[src/rtl/time_ctrl_pkg.sv]
`default_nettype none
// ============================================================================
//  Module      : time_ctrl_pkg
//  Description : Shared state encoding, field codes and moduli for the
//                time_set_ctrl timekeeper.
//  Revision    : 1.0 - initial release
// ============================================================================
package time_ctrl_pkg;

    typedef enum logic [1:0] {
        RUN     = 2'd0,
        SET_HR  = 2'd1,
        SET_MIN = 2'd2,
        SET_SEC = 2'd3
    } tctl_state_t;

    localparam logic [1:0] FLD_NONE = 2'd0;
    localparam logic [1:0] FLD_HR   = 2'd1;
    localparam logic [1:0] FLD_MIN  = 2'd2;
    localparam logic [1:0] FLD_SEC  = 2'd3;

    localparam int SEC_MOD = 60;
    localparam int MIN_MOD = 60;

    function automatic logic [1:0] state_field(input tctl_state_t s);
        case (s)
            RUN:     return FLD_NONE;
            SET_HR:  return FLD_HR;
            SET_MIN: return FLD_MIN;
            default: return FLD_SEC;
        endcase
    endfunction

endpackage
`default_nettype wire

[src/rtl/time_set_ctrl_if.sv]
`default_nettype none
// ============================================================================
//  Module      : time_set_ctrl_if
//  Description : Button/tick inputs and time/display outputs of the
//                timekeeper, bundled for the controller and its driver.
//  Revision    : 1.0 - initial release
// ============================================================================
interface time_set_ctrl_if;
    logic       tick_1hz;
    logic       mode_btn;
    logic       up_btn;
    logic       down_btn;
    logic [7:0] hr;
    logic [7:0] min;
    logic [7:0] sec;
    logic [1:0] edit_field;
    logic       day_pulse;

    modport master (
        output tick_1hz, mode_btn, up_btn, down_btn,
        input  hr, min, sec, edit_field, day_pulse
    );

    modport slave (
        input  tick_1hz, mode_btn, up_btn, down_btn,
        output hr, min, sec, edit_field, day_pulse
    );
endinterface
`default_nettype wire

[src/rtl/time_set_ctrl_wrap_stepper.sv]
`default_nettype none
// ============================================================================
//  Module      : wrap_stepper
//  Description : Combinational mod-MOD +/-1 stepper with wrap flag.
//  Revision    : 1.0 - initial release
// ============================================================================
module wrap_stepper #(
    parameter int MOD = 60
) (
    input  wire logic [7:0] val,
    input  wire logic       inc,
    input  wire logic       dec,
    output logic      [7:0] nxt,
    output logic            wrap
);
    localparam logic [7:0] c_max = 8'(MOD - 1);

    always_comb begin
        nxt  = val;
        wrap = 1'b0;
        if (inc && !dec) begin
            if (val == c_max) begin
                nxt  = 8'd0;
                wrap = 1'b1;
            end else begin
                nxt  = val + 8'd1;
            end
        end else if (dec && !inc) begin
            if (val == 8'd0) begin
                nxt  = c_max;
                wrap = 1'b1;
            end else begin
                nxt  = val - 8'd1;
            end
        end
    end
endmodule
`default_nettype wire

[src/rtl/time_set_ctrl.sv]
`default_nettype none
// ============================================================================
//  Module      : time_set_ctrl
//  Description : hh:mm:ss timekeeper with mode/up/down set-mode sequencer.
//                Optional macro TICK_IN_SET_EN keeps time running while
//                editing (an edit in the same cycle drops that tick).
//  Revision    : 1.0 - initial release
// ============================================================================
module time_set_ctrl
    import time_ctrl_pkg::*;
#(
    parameter int HOURS_MOD = 24
) (
    input wire logic        clk,
    input wire logic        rst,
    time_set_ctrl_if.slave  bus
);
    tctl_state_t r_state;
    tctl_state_t w_state_nxt;

    logic [7:0] r_hr, r_min, r_sec;
    logic       r_day;

    logic       w_edit, w_tick_go;
    logic       w_sec_inc, w_sec_dec, w_sec_wrap;
    logic       w_min_inc, w_min_dec, w_min_wrap;
    logic       w_hr_inc,  w_hr_dec,  w_hr_wrap;
    logic [7:0] w_sec_nxt, w_min_nxt, w_hr_nxt;

    always_ff @(posedge clk or posedge rst) begin
        if (rst) r_state <= RUN;
        else     r_state <= w_state_nxt;
    end

    always_comb begin
        w_state_nxt = r_state;
        if (bus.mode_btn) begin
            case (r_state)
                RUN:     w_state_nxt = SET_HR;
                SET_HR:  w_state_nxt = SET_MIN;
                SET_MIN: w_state_nxt = SET_SEC;
                SET_SEC: w_state_nxt = RUN;
            endcase
        end
    end

    assign w_edit = bus.up_btn | bus.down_btn;

`ifdef TICK_IN_SET_EN
    assign w_tick_go = bus.tick_1hz & ((r_state == RUN) | ~w_edit);
`else
    assign w_tick_go = bus.tick_1hz & (r_state == RUN);
`endif

    // A tick and an edit never both reach a stepper, so carries only follow ticks.
    assign w_sec_inc = w_tick_go | ((r_state == SET_SEC) & bus.up_btn);
    assign w_sec_dec = (r_state == SET_SEC) & bus.down_btn;
    assign w_min_inc = (w_tick_go & w_sec_wrap) | ((r_state == SET_MIN) & bus.up_btn);
    assign w_min_dec = (r_state == SET_MIN) & bus.down_btn;
    assign w_hr_inc  = (w_tick_go & w_min_wrap) | ((r_state == SET_HR) & bus.up_btn);
    assign w_hr_dec  = (r_state == SET_HR) & bus.down_btn;

    wrap_stepper #(.MOD(SEC_MOD)) u_sec (
        .val (r_sec), .inc (w_sec_inc), .dec (w_sec_dec),
        .nxt (w_sec_nxt), .wrap (w_sec_wrap)
    );

    wrap_stepper #(.MOD(MIN_MOD)) u_min (
        .val (r_min), .inc (w_min_inc), .dec (w_min_dec),
        .nxt (w_min_nxt), .wrap (w_min_wrap)
    );

    wrap_stepper #(.MOD(HOURS_MOD)) u_hr (
        .val (r_hr), .inc (w_hr_inc), .dec (w_hr_dec),
        .nxt (w_hr_nxt), .wrap (w_hr_wrap)
    );

    always_ff @(posedge clk or posedge rst) begin
        if (rst) begin
            r_hr  <= 8'd0;
            r_min <= 8'd0;
            r_sec <= 8'd0;
            r_day <= 1'b0;
        end else begin
            r_hr  <= w_hr_nxt;
            r_min <= w_min_nxt;
            r_sec <= w_sec_nxt;
            r_day <= w_tick_go & w_hr_wrap;
        end
    end

    assign bus.hr         = r_hr;
    assign bus.min        = r_min;
    assign bus.sec        = r_sec;
    assign bus.day_pulse  = r_day;
    assign bus.edit_field = state_field(r_state);
endmodule
`default_nettype wire

[src/flat_wrapper.sv]
// flat-port wrapper written by rule: the top's interface ports become plain ports
module time_set_ctrl_flat import time_ctrl_pkg::*;
#(
    parameter int HOURS_MOD = 24
)
  (clk, rst, bus_tick_1hz, bus_mode_btn, bus_up_btn, bus_down_btn, bus_hr, bus_min, bus_sec, bus_edit_field, bus_day_pulse);
  time_set_ctrl_if bus_i ();
  input wire logic clk;
  input wire logic rst;
  input wire logic [$bits(bus_i.tick_1hz)-1:0] bus_tick_1hz;
  input wire logic [$bits(bus_i.mode_btn)-1:0] bus_mode_btn;
  input wire logic [$bits(bus_i.up_btn)-1:0] bus_up_btn;
  input wire logic [$bits(bus_i.down_btn)-1:0] bus_down_btn;
  output wire logic [$bits(bus_i.hr)-1:0] bus_hr;
  output wire logic [$bits(bus_i.min)-1:0] bus_min;
  output wire logic [$bits(bus_i.sec)-1:0] bus_sec;
  output wire logic [$bits(bus_i.edit_field)-1:0] bus_edit_field;
  output wire logic [$bits(bus_i.day_pulse)-1:0] bus_day_pulse;
  assign bus_i.tick_1hz = bus_tick_1hz;
  assign bus_i.mode_btn = bus_mode_btn;
  assign bus_i.up_btn = bus_up_btn;
  assign bus_i.down_btn = bus_down_btn;
  assign bus_hr = bus_i.hr;
  assign bus_min = bus_i.min;
  assign bus_sec = bus_i.sec;
  assign bus_edit_field = bus_i.edit_field;
  assign bus_day_pulse = bus_i.day_pulse;
  time_set_ctrl #(.HOURS_MOD(HOURS_MOD)) u_core (.clk(clk), .rst(rst), .bus(bus_i));
endmodule
[config.mk]
export PLATFORM = sky130hd
export DESIGN_NAME = time_set_ctrl_flat
export DESIGN_NICKNAME = d
export VERILOG_FILES = /design/src/rtl/time_ctrl_pkg.sv /design/src/rtl/time_set_ctrl_if.sv /design/src/rtl/time_set_ctrl_wrap_stepper.sv /design/src/rtl/time_set_ctrl.sv /design/src/flat_wrapper.sv
export SDC_FILE = /design/constraint.sdc
export NUM_CORES = 1
export LEC_CHECK = 0
export BUFFER_PORTS_ARGS = -buffer_cell sky130_fd_sc_hd__buf_2
export CAP_MARGIN = 5
export CORE_UTILIZATION = 35
export DETAILED_ROUTE_END_ITERATION = 16
export HOLD_SLACK_MARGIN = 0.03
export MAX_ROUTING_LAYER = met4
export PLACE_DENSITY = 0.56
export SETUP_SLACK_MARGIN = 0.4
export SLEW_MARGIN = 20
export SYNTH_ARGS = -nofsm -noshare
export SYNTH_HDL_FRONTEND = slang
export SYNTH_SLANG_ARGS = --single-unit
[constraint.sdc]
create_clock -name clk -period 7.8 [get_ports clk]
set_clock_uncertainty 0.1 [all_clocks]
set_input_delay 1.56 -clock clk [delete_from_list [all_inputs] [get_ports clk]]
set_output_delay 1.56 -clock clk [all_outputs]
set_load 0.1 [all_outputs]
==> run metrics <==
Detailed Route Iter0 Violations 249; R2R Path Start u_core.r_state[0]; Hold Crit Start u_core.bus.hr[1]; Post-DRT Antenna Nets 0; share of post-route cells with drive strength above 1 16.8%; WL final 6010 um; initial core utilization 36.2%; IO Port Bufs 32; maxcap violations 0; fraction of registers with async set/reset 100%; WHS 0.506 ns; nets 349; post-cts gate resize count 0; CP Data Arrival Time 5.94 ns; R2R Setup Slk 2.61 ns; drt first pass iters 5; CTS Root Cell clkbuf_8; Max Clk Rate 172 MHz; wire length per cell 14.4 um; endpoints failing hold 0; Final Max Slew Viols 0; post-synthesis sequential area ratio 27.4%; total clock sinks 27; endpoint type of the worst setup path flip-flop; DR vias 2412; diode count 0; setup TNS 0 ns; critical path class input pin to flip-flop; Syn-to-layout area delta 9.71%; CTS tree built; CTS Hold Bufs 0; GRT Overall Usage 17.1%; RSZ-0062 raised after global routing no; Yosys top cell area share 27.4%; area leader, netlist dfrtp_1; dpl hpwl 4320 um; reg2reg end u_core.bus.hr[7]; Layout Utilization 39.8%; Die Wd 85.9 um; Inserted Clock Buffers 3; Synth Instances 301; htree depth 1; Post CTS Setup Buffer Count 0; CTS max path bufs 2; Worst-Skew Late Latency 0.27 ns; Routability Congestion 0.910; clk slew on worst S/H paths 0.09 ns; Fillers 685; number of antenna violations at the first check in global routing 0; number of enable flip-flop cells after synthesis 0; class of the worst hold path flip-flop to flip-flop; min cycle time layout 5.82 ns; first-pass GRT wire length 10000 um; Top Ports 33; R2R depth 18; startpoint types input pin; Die ar. 0.00737 mm2; # setup viols final 0; Relative slew margins 45.2%; top post-synthesis cells by area dfrtp_1 27%, ha_1 11%, o21ai_0 6.1%, nand2_1 4.3%, inv_1 3.2%; Synth Flop Type dfrtp_1; row count 30; outcome finished, final reports clean; critical path peak fanout 15; Worst Hold Endpoint u_core.bus.hr[1]; synthesis warning total 0; worst endpoint required time 7.92 ns; vias in the first global route 2051; Yosys reg bits 27; Slew @ Worst Pin 0.815 ns; vias per cell 5.78; worst hold stages 2; core area 0.00679 mm2; final worst-path cycle share 74.6%; syn_area_per_cell 8.18 um2; Cell variety after synth 61; # DRC 0; Post-Syn Area 0.00246 mm2; largest net degree at the start of global routing 28; Synth Net Count 328; total gr overflow 0; chip height 85.9 um
-- layer usage --
metal  wire length, um  GRT usage [%]  vias to the layer above
met5                 0              -                        -
met4               106           5.15                        0
met3               346           2.31                       10
met2              2620           23.6                      104
met1              2930           25.5                     1125
li1                  -              -                     1173
-- layout by cell type, fill, tap and decap left out, types with 4 or more instances in the layout --
| cell type | Yosys | routed |
|---|---|---|
| nand3_1 | 15 | 15 |
| o21a_1 | 4 | 4 |
| a21oi_1 | 15 | 15 |
| nor2_1 | 11 | 11 |
| dfrtp_1 | 27 | 27 |
| nand2_1 | 28 | 28 |
| nor3b_1 | 6 | 6 |
| nand4_1 | 5 | 5 |
| nor4_1 | 5 | 5 |
| nor4b_1 | 4 | 4 |
| or3_1 | 4 | 4 |
| inv_1 | 21 | 20 |
| a31oi_1 | 5 | 5 |
| nor3_1 | 7 | 7 |
| or2_2 | 4 | 4 |
| or4b_2 | 4 | 4 |
| o21ai_0 | 30 | 30 |
| ha_1 | 21 | 21 |
| buf_2 | 4 | 32 |
-- critical path, cell delays in order --
cell      delay [ns]
buf_2           0.08
nand2_1         0.14
and2_1          0.20
inv_1           0.05
ha_1            0.38
inv_1           0.16
a41oi_1         0.58
o31a_1          0.26
inv_1           0.05
ha_1            0.33
inv_1           0.24
a21boi_0        0.15
o31a_1          0.30
ha_1            0.48
or4_2           0.71
a21oi_1         0.13
or3_1           0.12
-- state kept, by name, summed over array words and instances, names as in the netlist --
register	flops
u_core.r_state	2
u_core.bus.day_pulse	1
u_core.bus.min	8
u_core.bus.sec	8
u_core.bus.hr	8
-- cell families (layout without fill, tap and decap cells) --
family	Yosys count	in the layout	synth area share, %
simple gates	115	115	27.1
compound gates	95	95	25.8
buf+inv	37	57	6.71
flops	27	27	27.4
fa+ha+maj	21	21	10.7
xor+xnor	3	3	1.07
mux	3	3	1.22
-- Yosys cell counts, drive strengths merged (3+ instances only) --
cell    count
nand2      28
nor4        6
nor3b       6
and4        3
o21ai      30
o31ai       3
mux2i       3
xor2        3
or4b        4
inv        21
or3         5
dfrtp      27
buf         6
a21boi      3
or3b        3
o22ai       3
nand4       5
and2        3
or4         5
a221o       4
o21a        4
a31oi       5
a21oi      15
nand3      15
clkbuf     10
nor4b       4
or2         4
nor2       11
nor3        7
ha         21
-- through the flow --
step | area (um2) | cells | setup slack, ns
floorplan | 2460 | 301 | 2.70
global placement | 2660 | 413 | 1.87
detailed placement | 2660 | 413 | 1.75
CTS | 2700 | 417 | 2.04
global route | 2700 | 417 | 1.62
finish | 2700 | 417 | 1.98
-- how the worst max path moves through the flow --
stage	startpoint	to
3_5_place_dp	bus_tick_1hz	u_core.bus.hr[7]
6_report	bus_tick_1hz	u_core.bus.hr[7]
2_1_floorplan	bus_tick_1hz	u_core.bus.hr[7]
5_1_grt	bus_tick_1hz	u_core.bus.hr[7]
4_1_cts	bus_tick_1hz	u_core.bus.hr[7]
3_3_place_gp	bus_tick_1hz	u_core.bus.hr[7]
-- cell type report --
| class | instances | area, um2 | share of cell area, % |
|---|---|---|---|
| Sequential cell | 27 | 676 | 25.0 |
| Inverter | 21 | 78.8 | 2.92 |
| Multi-Input combinational cell | 237 | 1620 | 60.0 |
| Timing Repair Buffer | 32 | 160 | 5.93 |
| Clock buffer | 4 | 45.0 | 1.67 |
| Tap cell | 96 | 120 | 4.45 |
Power is left out: the tool's default activity adds up to more than one toggle a clock period on the data nets, which glitch-free logic cannot reach.
